$ cat src/rtl/mul_div_pkg.sv
// Shared definitions for the iterative multiply/divide unit.
// Op encodings, FSM states and datapath constants.
package mul_div_pkg;

  localparam int WIDTH    = 32;
  localparam int ITER_CNT = 32;
  localparam int CNT_W    = 5;

  localparam logic [CNT_W-1:0] LAST_CNT =
    CNT_W'(ITER_CNT - 1);

  localparam logic [WIDTH-1:0] DIV0_LO = 32'hFFFF_FFFF;

  localparam logic [1:0] OP_MULT  = 2'b00;
  localparam logic [1:0] OP_MULTU = 2'b01;
  localparam logic [1:0] OP_DIV   = 2'b10;
  localparam logic [1:0] OP_DIVU  = 2'b11;

  typedef enum logic [1:0] {
    ST_IDLE,
    ST_RUN,
    ST_FIX,
    ST_DONE
  } state_e;

endpackage

$ cat src/rtl/mul_div_signfix.sv
// Operand magnitude extraction and final result sign fix-up.
// Purely combinational; shared by multiply and divide paths.
module mul_div_signfix
  import mul_div_pkg::*;
(
  input  logic             sgn,
  input  logic [WIDTH-1:0] rs,
  input  logic [WIDTH-1:0] rt,
  output logic             neg_a,
  output logic             neg_b,
  output logic [WIDTH-1:0] abs_a,
  output logic [WIDTH-1:0] abs_b,
  input  logic             is_div,
  input  logic             sa,
  input  logic             sb,
  input  logic [WIDTH-1:0] raw_hi,
  input  logic [WIDTH-1:0] raw_lo,
  output logic [WIDTH-1:0] res_hi,
  output logic [WIDTH-1:0] res_lo
);

  logic [2*WIDTH-1:0] prod;

  // magnitudes of the incoming operands for signed ops
  always_comb begin
    neg_a = sgn & rs[WIDTH-1];
    neg_b = sgn & rt[WIDTH-1];
    abs_a = neg_a ? -rs : rs;
    abs_b = neg_b ? -rt : rt;
  end

  // product negates as a whole; remainder follows dividend
  always_comb begin
    prod   = {raw_hi, raw_lo};
    res_hi = raw_hi;
    res_lo = raw_lo;
    if (is_div) begin
      if (sa ^ sb) res_lo = -raw_lo;
      if (sa)      res_hi = -raw_hi;
    end else if (sa ^ sb) begin
      {res_hi, res_lo} = -prod;
    end
  end

endmodule

$ cat src/rtl/mul_div_unit.sv
// Iterative MULT/MULTU/DIV/DIVU unit holding HI/LO.
// Divider is built only when MUL_DIV_UNIT_DIV_EN is defined.
module mul_div_unit
  import mul_div_pkg::*;
(
  input  logic             clk,
  input  logic             rst,
  input  logic             start,
  input  logic [1:0]       op,
  input  logic [WIDTH-1:0] rs_data,
  input  logic [WIDTH-1:0] rt_data,
  input  logic             hi_we,
  input  logic             lo_we,
  input  logic [WIDTH-1:0] mt_data,
  output logic             busy,
  output logic             done,
  output logic [WIDTH-1:0] hi,
  output logic [WIDTH-1:0] lo
);

  state_e           state;
  logic [CNT_W-1:0] cnt;
  logic             is_div;
  logic             sa;
  logic             sb;
  logic [WIDTH-1:0] opnd;
  logic [WIDTH-1:0] acc;
  logic [WIDTH-1:0] lsh;
  logic [WIDTH-1:0] acc_n;
  logic [WIDTH-1:0] lsh_n;
  logic [WIDTH:0]   sum;

  logic             in_sgn;
  logic             neg_a;
  logic             neg_b;
  logic [WIDTH-1:0] abs_a;
  logic [WIDTH-1:0] abs_b;
  logic [WIDTH-1:0] fix_hi;
  logic [WIDTH-1:0] fix_lo;
  logic [WIDTH-1:0] res_lo;

`ifdef MUL_DIV_UNIT_DIV_EN
  logic             div0;
  logic [WIDTH:0]   shf;
  logic [WIDTH+1:0] diff;
`endif

  assign in_sgn = (op == OP_MULT) || (op == OP_DIV);

  mul_div_signfix u_signfix (
    .sgn    (in_sgn),
    .rs     (rs_data),
    .rt     (rt_data),
    .neg_a  (neg_a),
    .neg_b  (neg_b),
    .abs_a  (abs_a),
    .abs_b  (abs_b),
    .is_div (is_div),
    .sa     (sa),
    .sb     (sb),
    .raw_hi (acc),
    .raw_lo (lsh),
    .res_hi (fix_hi),
    .res_lo (fix_lo)
  );

  // one radix-2 step: shift-add or restoring shift-subtract
  always_comb begin
    sum   = {1'b0, acc} + (lsh[0] ? {1'b0, opnd} : '0);
    acc_n = sum[WIDTH:1];
    lsh_n = {sum[0], lsh[WIDTH-1:1]};
`ifdef MUL_DIV_UNIT_DIV_EN
    shf  = {acc, lsh[WIDTH-1]};
    diff = {1'b0, shf} - {2'b0, opnd};
    if (is_div) begin
      if (!diff[WIDTH+1]) begin
        acc_n = diff[WIDTH-1:0];
        lsh_n = {lsh[WIDTH-2:0], 1'b1};
      end else begin
        acc_n = shf[WIDTH-1:0];
        lsh_n = {lsh[WIDTH-2:0], 1'b0};
      end
    end
`endif
  end

  // divide by zero forces an all-ones quotient
  always_comb begin
    res_lo = fix_lo;
`ifdef MUL_DIV_UNIT_DIV_EN
    if (is_div && div0) res_lo = DIV0_LO;
`endif
  end

  // control FSM, iteration datapath and HI/LO registers
  always_ff @(posedge clk) begin
    if (rst) begin
      state  <= ST_IDLE;
      busy   <= 1'b0;
      done   <= 1'b0;
      hi     <= '0;
      lo     <= '0;
      cnt    <= '0;
      is_div <= 1'b0;
      sa     <= 1'b0;
      sb     <= 1'b0;
      opnd   <= '0;
      acc    <= '0;
      lsh    <= '0;
`ifdef MUL_DIV_UNIT_DIV_EN
      div0   <= 1'b0;
`endif
    end else begin
      unique case (state)
        ST_IDLE, ST_DONE: begin
          done  <= 1'b0;
          busy  <= 1'b0;
          state <= ST_IDLE;
          if (hi_we) hi <= mt_data;
          if (lo_we) lo <= mt_data;
          if (start) begin
            is_div <= op[1];
            sa     <= neg_a;
            sb     <= op[1] ? neg_a : neg_b;
            opnd   <= op[1] ? abs_b : abs_a;
            lsh    <= op[1] ? abs_a : abs_b;
            acc    <= '0;
            cnt    <= '0;
`ifdef MUL_DIV_UNIT_DIV_EN
            sb     <= neg_b;
            div0   <= (rt_data == '0);
            state  <= ST_RUN;
            busy   <= 1'b1;
`else
            if (op[1]) begin
              state <= ST_DONE;
              done  <= 1'b1;
            end else begin
              state <= ST_RUN;
              busy  <= 1'b1;
            end
`endif
          end
        end
        ST_RUN: begin
          acc <= acc_n;
          lsh <= lsh_n;
          cnt <= cnt + 1'b1;
          if (cnt == LAST_CNT) state <= ST_FIX;
        end
        ST_FIX: begin
          hi    <= fix_hi;
          lo    <= res_lo;
          busy  <= 1'b0;
          done  <= 1'b1;
          state <= ST_DONE;
        end
        default: state <= ST_IDLE;
      endcase
    end
  end

endmodule

$ cat config.mk
export PLATFORM = sky130hd
export DESIGN_NAME = mul_div_unit
export DESIGN_NICKNAME = d
export VERILOG_FILES = /design/src/rtl/mul_div_pkg.sv /design/src/rtl/mul_div_signfix.sv /design/src/rtl/mul_div_unit.sv
export SDC_FILE = /design/constraint.sdc
export NUM_CORES = 1
export LEC_CHECK = 0
export CORE_UTILIZATION = 40
export CTS_CLUSTER_SIZE = 20
export DETAILED_ROUTE_END_ITERATION = 10
export PLACE_DENSITY_LB_ADDON = 0.1
export SYNTH_ARGS = -nofsm -noshare
export SYNTH_HDL_FRONTEND = slang
export SYNTH_SLANG_ARGS = --single-unit
$ cat constraint.sdc
create_clock -name clk -period 6.4 [get_ports clk]
set_clock_uncertainty 0.2 [all_clocks]
set_input_delay 0.96 -clock clk [delete_from_list [all_inputs] [get_ports clk]]
set_output_delay 0.96 -clock clk [all_outputs]
set_load 0.01 [all_outputs]
# Word level (Yosys, flattened, before mapping)
# Index checks and enable logic that the tools add are counted.
# Widths: inputs -> output; s select.
[totals]
in_bits = 103
ff_bits = 172
[classes]
reduce_logical = 10
mux = 32
n_eq_ne = 9
add_sub_neg = 7
bitwise_logic = 3
[op_table]
columns = ["op", "count"]
rows = [
  ["$mux 32", 15],
  ["$pmux 32 s2", 4],
  ["$neg 32->32", 4],
  ["$neg 64->64", 1],
  ["$add 32x32->33", 1],
  ["$pmux 5 s2", 1],
  ["$ne 2x2->1 const B", 4],
  ["$reduce_and 2->1", 4],
  ["$eq 2x2->1 const B", 3],
  ["$mux 2", 3],
  ["$pmux 2 s3", 1],
  ["$add 5x1->5 const B", 1],
  ["$eq 5x5->1 const B", 1],
  ["$mux 1", 5],
  ["$mux 5", 1],
  ["$logic_not 2->1", 2],
  ["$pmux 1 s2", 2],
  ["$reduce_bool 2->1", 2],
  ["$and 1x1->1", 2],
  ["$eq 2x1->1 const B", 1],
  ["$reduce_or 2->1", 1],
  ["$logic_or 1x1->1", 1],
  ["$xor 1x1->1", 1],
]

# Logic depth before layout (Yosys ltp)
# Gate-level depths: netlist of run 1.
[logic_depth]
ltp_word = 7
mapped_depth = 14
depth_no_buf = 12

# Hierarchy
# Synthesis of run 1 repeated with hierarchy kept, for this count alone.
[unflattened]
cells_unflattened = 1688
area_unflattened_um2 = 12559.5
[modules_own_cells]
columns = ["module", "n_inst", "area_per_inst_um2", "cells_per_inst"]
rows = [
  ["mul_div_unit", 1, 9440.3, 1204],
  ["mul_div_signfix", 1, 3119.2, 484],
]

# Worst setup path after synthesis of run 1
# No wires, ideal clock.
[synth_path]
path_type = "flip-flop to flip-flop"
startpoint = "reg lsh[0]"
endpoint = "reg acc[29]"
setup_ns = 0.129
path_slack_ns = 3.018
path_stages_with_launch = 15
t_arrival_ns = 3.053
synth_period_minus_slack_ns = 3.382
n_path_buf = 2
path_cell_list = "dfxtp_1 -> clkbuf_1 -> buf_1 -> and2_1 -> ha_1 -> inv_1 -> fa_1 -> nand2b_1 -> a21oi_1 -> o2111ai_1 -> a41oi_1 -> a41oi_1 -> o31ai_1 -> xnor2_1 -> o21ai_0"
[synth_via]
elab_chain_cells = 3
[synth_lines]
columns = ["element", "line", "rtl"]
rows = [
  ["start: declaration", "mul_div_unit.sv:28", "logic [WIDTH-1:0] lsh;"],
  ["start signal: assignment", "mul_div_unit.sv:126", "lsh <= op[1] ? abs_a : abs_b;"],
  ["start signal: assignment", "mul_div_unit.sv:147", "lsh <= lsh_n;"],
  ["$mux 32", "mul_div_unit.sv:69", "sum = {1'b0, acc} + (lsh[0] ? {1'b0, opnd} : '0);"],
  ["$add 32x32->33", "mul_div_unit.sv:69", ""],
  ["$pmux 32 s2", "mul_div_unit.sv:114", "unique case (state)"],
  ["end signal: assignment", "mul_div_unit.sv:146", "acc <= acc_n;"],
  ["end: declaration", "mul_div_unit.sv:27", "logic [WIDTH-1:0] acc;"],
]
# Every way passes these cells.
# A chain may end at the register's enable or synchronous reset.

# Worst setup path in the final report of run 1
# Same ends and word-level chain as after synthesis.

==> summary.md, run 1 <==
| Metric | Value |
|---|---|
| Status | complete, no violations |
| Post-Synth Adder-Cell Area | 4.387% |
| I/O pin count | 169 |
| Overflow after GRT | 0 |
| Seq/Total Area, Yosys | between 20% and 30% |
| Clk slew on worst S/H paths | roughly 70 ps |
| Cells after DPL | 2092 |
| Sequential standard cell area | 3443 um^2 |
| Compound-Gate Fraction of Synth Area | 26.48% |
| Reg power frac | 30.0% |
| Post-Synth XOR/XNOR Area | between 10% and 20% |
| Dpl ws | 2310 ps |
| Critical path data required time | 6490 ps |
| Count leader, synth | nor2_1 |
| Filler cells | approximately 3000 |
| Clock sinks | approximately 170 |
| Worst skew pair latency | roughly 450 ps |
| Syn avg cell area | 7.449 um^2 |
| Worst R2R Setup Slack | 2350 ps |
| Hold_ws | 255.1 ps |
| Die H | roughly 180 um |
| Setup slack after layout | 2349 ps |
| Horiz. Die Dim | 176.3 um |
| Post-Layout Cell Count | between 2000 and 2500 |
| Multi-input combinational cell area | 8158 um^2 |
| Mapped Area | 12150 um^2 |
| TritonCTS Buffers | 17 |
| Sw Share | a little over two fifths |
| Internal power | roughly 3 mW |
| Initial antenna violation count | 0 |
| Vias in the first global route | 11320 |
| CTS tree | done |
| Routability Congestion | 0.9244 |
| CP max stage cell | dfxtp_1 |
| Routed Antenna Nets | 0 |
| Wirelength, routed | 43530 um |
| Largest net degree at the start of global routing | 89 |
| Post-synth EDFFs | 0 |
| Drt pass-1 iters | 6 |
| Maxcap violations | 0 |
| Critical Path Fanout Max | 24 |
| Setup CP Type | flop to flop |
| I/O Buffers | 168 |
| CTS root buf | clkbuf_16 |
| Routed WL per cell | 20.49 um |
| Leading area contributor after synthesis | dfxtp_1 |
| P_sw | about 2.3 mW |
| Final period util | 63.30% |
| Number of synthesized register bits | 172 |
| Post-synthesis mux area share | 1.092% |
| HPWL Detailed | ~34000 um |
| Predominant post-synthesis flop cell | dfxtp_1 |
| Commonest cells in the netlist | 209 x nor2_1, 172 x dfxtp_1, 155 x a21oi_1, 147 x nand2_1, 102 x clkbuf_1 |
| Pwr/cell area | around 360 nW/um^2 |
| Total GRT Usage | 27.93% |
| Final-report max-slew violation count | 0 |
| Worst VDD drop | approximately 270 uV |
| Post-CTS sizing | 0 |
| RSZ-0062 raised after global routing | no |
| Post-CTS Repair Setup Buffers | 0 |
| Syn nets | around 1800 |
| Share of the synthesized area in the top cell type | about 28% |
| Hold Vio Cnt, Final | 0 |
| Synth Area in Simple Gates | ~24% |
| Drt drc | 0 |
| Lkg Pwr | 5.490 nW |
| Async S/R FF share, synth | 0% |
| Worst hold path class | flop to flop |
| Fin util | 49.19% |
| Cell Rows | 63 |
| Via density | 5.841 |
| H-tree levels | 4 |
| Comb pwr share | 48.7% |
| Count of cell types in the netlist | around 70 |
| Share of layout cells above drive strength 1 | 5.075% |
| Fin crit period | 4051 ps |
| CTS Buffer Depth | 2 |
| Top cell by count, worst path | a41oi_1 |
| Max incr delay on CP | 610 ps |
| Crit path DAT | 4140 ps |
| Rel. slew slack | 23.29% |
| Cells after Synth | about 1600 |
| Area Overhead vs Synth | 20.63% |
| Setup_tns | 0 ps |
| Die ar. | 31070 um^2 |
| CP cell instances | buf_4 -> and2_1 -> ha_1 -> inv_1 -> fa_1 -> nand2b_1 -> a21oi_1 -> o2111ai_1 -> a41oi_1 -> a41oi_1 -> o31ai_1 -> xnor2_1 -> o21ai_0 |
| Area contributors post-synth | dfxtp_1 28%, nor2_1 6.5%, a21oi_1 6.4% |
| Max Clk Rate | 246.8 MHz |
| Core area | between 20000 and 30000 um^2 |
| Fin nets | about 1900 |
| Initial Util | 40.77% |
| Routed vias | 12410 |
| Ant. Diodes | 0 |
| DR iter-0 viols | 1092 |
| Clock Power Share | between 20% and 30% |
| First-pass GRT wire length | 66680 um |
| Setup violations, final | 0 |
| YS warnings | 0 |
| Largest family of logic cells by synthesized area | compound AO/OA/AOI/OAI gates |
| Slew of the pin with the lowest slew margin | about 1100 ps |
| CTS Hold Bufs | 0 |
| CP Capture Type | flop |
| Critical path launch point type | flop |
-- layout make-up --
cell class,instances,area share [%]
clock buffers,19,2.954
clock inverters,13,1.289
inverters,38,0.9733
multi-input cells,1307,55.66
flip-flops and latches,172,23.50
well taps,390,3.330
repair buffers,185,12.29
-- critical path, delay by kind of cell, from the launching register on --
kind / cells / cell delay [ps]
AOI/OAI and AO/OA: 6 / 1680
xor gates and xnor gates: 1 / 160
adders and majority gates: 2 / 530
buffers and inverters: 2 / 360
DFF: 1 / 610
and+or+nand+nor: 2 / 360
-- per-layer routing --
metal | global-route usage, % | wire length (um) | vias up
met3 | 3.445 | 3074 | 46
met5 | 0 | 0 | -
met4 | 9.565 | 1168 | 0
li1 | - | - | 6056
met2 | 42.52 | 18590 | 502
met1 | 40.30 | 20700 | 5802
-- final timing paths --
path / startpoint / end / depth (start not counted)
worst max-delay path: lsh[0] / acc[29] / 13
worst min-delay path: hi[21] / hi[21] / 2
worst max register to register: lsh[0] / acc[29] / 13
worst min register to register: hi[21] / hi[21] / 2
-- power by group through the flow --
stage / combinational, mW / clock [mW] / sequential (mW)
floorplan: 1.60 / 0 / 1.60
global placement: 2.56 / 0 / 1.62
detailed placement: 2.58 / 0 / 1.62
CTS: 2.59 / 1.14 / 1.60
global route: 2.85 / 1.19 / 1.63
finish: 2.60 / 1.14 / 1.60
-- registers in the layout, summed over array words and instances (netlist names) --
register / cells
done: 1
opnd: 32
busy: 1
is_div: 1
lsh: 32
acc: 32
cnt: 5
sb: 1
hi: 32
state: 2
sa: 1
lo: 32
-- metrics by stage --
step,power (mW),instance area [um^2]
2_1_floorplan,3.199,12150
3_3_place_gp,4.174,14030
3_5_place_dp,4.200,14030
4_1_cts,5.328,14660
5_1_grt,5.667,14660
6_report,5.336,14660
-- cell families (layout without fill, tap and decap cells) --
family	Yosys count	in the layout
compound gates	495	495
mux	13	13
xor+xnor	147	147
simple gates	610	610
flops	172	172
fa+ha+maj	42	42
buf+inv	152	255
-- placed cells by master, fill, tap and decap left out, types with 20 or more instances in the layout --
cell type,synthesis,layout
a21oi_1,155,153
dfxtp_1,172,172
a31oi_1,34,34
o21ai_0,80,79
nand3_1,33,33
inv_1,38,38
o211ai_1,31,31
xor2_1,68,68
a211oi_1,42,42
or3_1,20,20
a21o_1,21,21
nor3_1,42,42
xnor2_1,79,79
o31ai_1,21,21
nand2_1,147,147
ha_1,41,40
clkdlybuf4s50_1,0,166
nor2_1,209,208
and2_1,41,41
and3_1,23,23
Note: power is estimated with default switching activity, not from simulation.
==> run 2, diff against run 1 <==
- clock period: 6.4 -> 4.02 ns (I/O delays scaled with it)
==> run 2 against run 1 <==
  * Fmax increased by 20%
  * Power increased by 57%
  * Cell count increased by 0.89%
  * Largest cell class unchanged
  * Highest routed layer unchanged
  * Design area increased by 0.51%
  * Sequential power increased by 59%
  * Non-clock buffer count increased by 20
  * Largest power group unchanged
  * Critical path type unchanged
==> summary.md, run 2 (synthesis gave the netlist of run 1 again) <==
| Metric | Value |
|---|---|
| Ant. Diodes | 0 (unchanged) |
| Setup CP Type | flop to flop (unchanged) |
| Maxcap violations | 0 (unchanged) |
| Initial antenna violation count | 0 (unchanged) |
| RSZ-0062 raised after global routing | no (unchanged) |
| CP Capture Type | flop (unchanged) |
| Top Metal Used | met4 (unchanged) |
| Die H | 176.3 um (unchanged) |
| Clk slew on worst S/H paths | 70 ps (about the same) |
| Overflow after GRT | 0 (unchanged) |
| Post-CTS Repair Setup Buffers | 0 (unchanged) |
| Crit path DAT | 3470 ps (was 4140 ps) |
| Max Clk Rate | 296.3 MHz (was 246.8 MHz) |
| HPWL Detailed | 34220 um (was 33700 um) |
| Routed vias | 12490 (was 12410) |
| CTS Hold Bufs | 0 (unchanged) |
| Vias in the first global route | 11300 (was 11320) |
| Area Overhead vs Synth | 21.25% (was 20.63%) |
| Slew of the pin with the lowest slew margin | 1025 ps (was 1146 ps) |
| DR iter-0 viols | 1030 (was 1092) |
| Routed Antenna Nets | 0 (unchanged) |
| Initial Util | 40.77% (unchanged) |
| CTS tree | done (unchanged) |
| Core area | 29800 um^2 (unchanged) |
| Routed WL per cell | 20.33 um (was 20.49 um) |
| Worst skew pair latency | 440 ps (was 450 ps) |
| Via density | 5.826 (was 5.841) |
| Most frequent cells in the layout | 209 x nor2_1, 172 x dfxtp_1, 166 x clkdlybuf4s50_1 (was 208 x nor2_1, 172 x dfxtp_1, 166 x clkdlybuf4s50_1) |
| Critical Path Fanout Max | 9 (was 24) |
| Pwr/cell area | 568.5 nW/um^2 (was 364.1 nW/um^2) |
| Setup violations, final | 0 (unchanged) |
| Wire length on met1 | 21000 um (was 20700 um) |
| Die ar. | 31070 um^2 (unchanged) |
| Final instance area | 14730 um^2 (was 14660 um^2) |
| Horiz. Die Dim | 176.3 um (unchanged) |
| H-tree levels | 4 (unchanged) |
| Share of layout cells above drive strength 1 | 6.104% (was 5.075%) |
| Fin nets | 1886 (was 1866) |
| First-pass GRT wire length | 65740 um (was 66680 um) |
| Rel. slew slack | 31.42% (was 23.29%) |
| Commonest non-fill, non-tap cell in the layout | nor2_1 (unchanged) |
| Clock sinks | 172 (unchanged) |
| Worst VDD drop | 406.3 uV (was 265.1 uV) |
| Placement Cell Area | 14170 um^2 (was 14030 um^2) |
| DR WL met2 | 18420 um (was 18590 um) |
| Final period util | 83.95% (was 63.30%) |
| I/O Buffers | 168 (unchanged) |
| Hold Vio Cnt, Final | 0 (unchanged) |
| CTS Buffer Depth | 2 (unchanged) |
| Setup_tns | 0 ps (unchanged) |
| Wirelength, routed | 43570 um (was 43530 um) |
| Drt pass-1 iters | 5 (was 6) |
| TritonCTS Buffers | 17 (unchanged) |
| Critical path launch point type | flop (unchanged) |
| Final-report max-slew violation count | 0 (unchanged) |
| Fin util | 49.44% (was 49.19%) |
| CTS root buf | clkbuf_16 (unchanged) |
| Largest net degree at the start of global routing | 88 (was 89) |
| Drt drc | 0 (unchanged) |
| Met3 routed wirelength | 2625 um (was 3074 um) |
| Routability Congestion | 0.9167 (was 0.9244) |
| Lkg Pwr | 5.550 nW (was 5.490 nW) |
| Worst hold path class | flop to flop (unchanged) |
| Total GRT Usage | 27.66% (was 27.93%) |
| Post-CTS sizing | 0 (unchanged) |
| Fin crit period | 3375 ps (was 4051 ps) |
| I/O pin count | 169 (unchanged) |
| Critical path data required time | 4120 ps (was 6490 ps) |
| Cell Rows | 63 (unchanged) |
| Status | complete, no violations (unchanged) |
-- run 2: cell count changes in the layout (fill, tap and decap cells not counted) --
cell and delta:
clkbuf_1 -1, clkinvlp_4 +2, clkbuf_8 +1, nor2_2 -1, buf_4 +20, bufinv_16 -3, o21ai_4 -1, nor2_1 +1
o21ai_2 +1
-- run 2: power by group --
part	leakage [nW]	internal (mW)	total (mW)	switching [mW]
Clock	0.262	0.871	1.63	0.759
Sequential	1.41	2.15	2.54	0.389
Combinational	3.88	1.68	4.21	2.53
-- run 2: cell type report --
cell class                 instances  area, um^2
fill                            2962       15070
multi-input combinational       1307        8148
sequential                       172        3443
timing repair buffer             205        1952
tap                              390       488.0
clock buffer                      19       442.9
inverter                          38       142.6
clock inverter                    12       113.9
-- run 2: worst paths after layout --
| kind | start | endpoint | slack [ps] | cells after the start |
|---|---|---|---|---|
| worst min-delay path | opnd[8] | opnd[8] | 250 | 2 |
| worst max register to register | acc[1] | acc[29] | 650 | 10 |
| worst max-delay path | acc[1] | acc[29] | 650 | 10 |
| worst min register to register | opnd[8] | opnd[8] | 250 | 2 |
-- run 2: critical path, stage by stage, from the launching register on --
cell and delay, ps:
dfxtp_1 530, inv_1 150, fa_1 450, nand2b_1 200
a21oi_1 210, o2111ai_1 200, a41oi_1 360, a41oi_1 210
o31ai_1 450, xnor2_1 170, o21ai_0 80
-- run 2: per-layer routing --
metal | global-route usage [%] | vias up
li1 | - | 6099
met1 | 39.77 | 5823
met2 | 41.58 | 498
met3 | 3.488 | 65
met4 | 10.87 | 0
met5 | 0 | -
-- run 2: metrics by stage --
step	hold slack, ps	std cells	power, mW	setup slack, ps
final	250.0	2143	8.374	645.2
after global routing	269.0	2143	8.887	388.6
after CTS	252.1	2143	8.363	660.8
after detailed placement	238.5	2112	6.746	272.4
after global placement	230.7	2112	6.699	275.0
after floorplan	227.3	1631	5.093	638.4
==> run 3, diff against run 2 <==
- clock period: 4.02 -> 2.82 ns (I/O delays scaled with it)
==> run 3 against run 2 <==
  * The run now ends with setup timing left
  * Combinational power is 85% higher
  * Flip-flop and latch count stayed put
  * Die area stayed put
  * Critical path depth is 5 higher
  * Hold slack worse by 31 ps
  * Critical path type unchanged
==> summary.md, run 3 (synthesis gave the netlist of run 1 again) <==
| Metric | Value |
|---|---|
| R2r startpoint | lsh[0] (was acc[1]) |
| Setup violations, final | 12 (was 0) |
| I/O pin count | 169 (unchanged) |
| Lkg Pwr | 7.039 nW (was 5.550 nW) |
| CP endpoint | acc[15] (was acc[29]) |
| Area Overhead vs Synth | 47.39% (was 21.25%) |
| Failing checks | setup timing |
| Slew of the pin with the lowest slew margin | 772.1 ps (was 1025 ps) |
| Routed vias | 13480 (was 12490) |
| Reg-to-reg critical path endpoint | acc[15] (was acc[29]) |
| Placement Cell Area | 16120 um^2 (was 14170 um^2) |
| Drt drc | 0 (unchanged) |
| Routed WL per cell | 19.91 um (was 20.33 um) |
| Routability Congestion | 0.9192 (was 0.9167) |
| Hold_ws | 218.8 ps (was 250.0 ps) |
| Pwr Total | 13.68 mW (was 8.374 mW) |
| Die H | 176.3 um (unchanged) |
| Cell Rows | 63 (unchanged) |
| Setup CP Type | flop to flop (unchanged) |
| First-pass GRT wire length | 71170 um (was 65740 um) |
| Horiz. Die Dim | 176.3 um (unchanged) |
| HPWL Detailed | 37790 um (was 34220 um) |
| Most frequent cells in the layout | 289 x buf_4, 196 x nor2_1, 169 x dfxtp_1 (was 209 x nor2_1, 172 x dfxtp_1, 166 x clkdlybuf4s50_1) |
| CTS Buffer Depth | 2 (unchanged) |
| Worst hold path class | input port to flop (was flop to flop) |
| RSZ-0062 raised after global routing | yes (was no) |
| Sequential standard cell area | 3450 um^2 (was 3443 um^2) |
| Multi-input combinational cell area | 9199 um^2 (was 8148 um^2) |
| Vias in the first global route | 12380 (was 11300) |
| Fin util | 60.10% (was 49.44%) |
| Via density | 5.585 (was 5.826) |
| Fin crit period | 2907 ps (was 3375 ps) |
| Worst skew pair latency | 440 ps (about the same) |
| Final instance area | 17910 um^2 (was 14730 um^2) |
| Cells after DPL | 2362 (was 2112) |
| Clock sinks | 172 (unchanged) |
| Fin nets | 2155 (was 1886) |
| Filler cells | 2730 (was 2962) |
| Hold path start | rst (was opnd[8]) |
| CTS root buf | clkbuf_16 (unchanged) |
| H-tree levels | 4 (unchanged) |
| Worst R2R Setup Slack | -90 ps (was 650 ps) |
| I/O Buffers | 168 (unchanged) |
| Initial Util | 40.77% (unchanged) |
| Critical Path Fanout Max | 5 (was 9) |
| Drt pass-1 iters | 5 (unchanged) |
| Status | complete, but fails checks (was complete, no violations) |
| Crit path DAT | 3030 ps (was 3470 ps) |
| TritonCTS Buffers | 17 (unchanged) |
| Commonest non-fill, non-tap cell in the layout | buf_4 (was nor2_1) |
| Post-Layout Cell Count | 2413 (was 2143) |
| Crit. Startpoint | lsh[0] (was acc[1]) |
| Critical path launch point type | flop (unchanged) |
| Share of layout cells above drive strength 1 | 26.06% (was 6.104%) |
| Setup slack after layout | -87.21 ps (was 645.2 ps) |
| Wirelength, routed | 48040 um (was 43570 um) |
| Worst VDD drop | 541.0 uV (was 406.3 uV) |
| Core area | 29800 um^2 (unchanged) |
| Max Clk Rate | 344.0 MHz (was 296.3 MHz) |
| Critical path data required time | 2950 ps (was 4120 ps) |
| Overflow after GRT | 0 (unchanged) |
| Clk slew on worst S/H paths | 70 ps (about the same) |
| Total GRT Usage | 30.09% (was 27.66%) |
| Hold Vio Cnt, Final | 0 (unchanged) |
| Setup_tns | -468.0 ps (was 0 ps) |
| Dpl ws | -572.6 ps (was 272.4 ps) |
| Pwr/cell area | 764.0 nW/um^2 (was 568.5 nW/um^2) |
| Final-report max-slew violation count | 0 (unchanged) |
| Final period util | 103.1% (was 83.95%) |
| Rel. slew slack | 48.47% (was 31.42%) |
| R2R depth | 15 (was 10) |
| Largest net degree at the start of global routing | 61 (was 88) |
| Routed Antenna Nets | 0 (unchanged) |
| CTS tree | done (unchanged) |
| CTS Hold Bufs | 0 (unchanged) |
| Maxcap violations | 0 (unchanged) |
| Die ar. | 31070 um^2 (unchanged) |
| CP Capture Type | flop (unchanged) |
| DR iter-0 viols | 1029 (was 1030) |
| Initial antenna violation count | 0 (unchanged) |
run 3: worst max-delay path, cell delays in order (launching register included):
cell      delay [ps]
dfxtp_4          390
buf_6            100
and2_4           160
ha_4             200
buf_6            120
o211ai_1         270
a21oi_4           60
buf_4            140
buf_6            110
nor2b_4          100
o21a_1           220
o21ai_4          100
buf_6            150
a31oi_4          170
xor2_1           190
o21ai_1          100
run 3: area by class of cell:
class	instances	share of cell area, %
Antenna cell	1	0.01397
Multi-Input combinational cell	1307	51.37
Timing Repair Buffer	474	22.64
Sequential cell	172	19.26
Clock buffer	18	2.397
Inverter	38	0.7965
Tap cell	390	2.725
Clock inverter	13	0.7965
run 3: worst min-delay path by stage:
stage | endpoint | slack (ps) | cells past startpoint
floorplan | opnd[14] | 230 | 2
global placement | hi[21] | 240 | 2
detailed placement | opnd[19] | 240 | 2
CTS | opnd[1] | 200 | 2
global route | opnd[1] | 240 | 2
finish | opnd[7] | 220 | 2
run 3: what timing repair did:
action                                  4_1_cts  5_1_grt
pin swaps                                    55       92
buffers inserted                             13       11
gates resized for setup                      86      151
endpoints found under the setup margin       53       68
run 3: per-layer routing:
metal,share of wire (%),track usage [%],up-vias,routed length (um)
li1,-,-,6630,-
met1,47,42.23,6243,22450
met2,43,45.80,527,20750
met3,6.1,4.027,77,2910
met4,4.0,12.97,0,1928
met5,0,0,-,0
run 3: power by group:
group / internal, mW / switching (mW)
Sequential: 3.06 / 0.433
Clock: 1.31 / 1.09
Combinational: 3.41 / 4.37
Total: 7.78 / 5.90
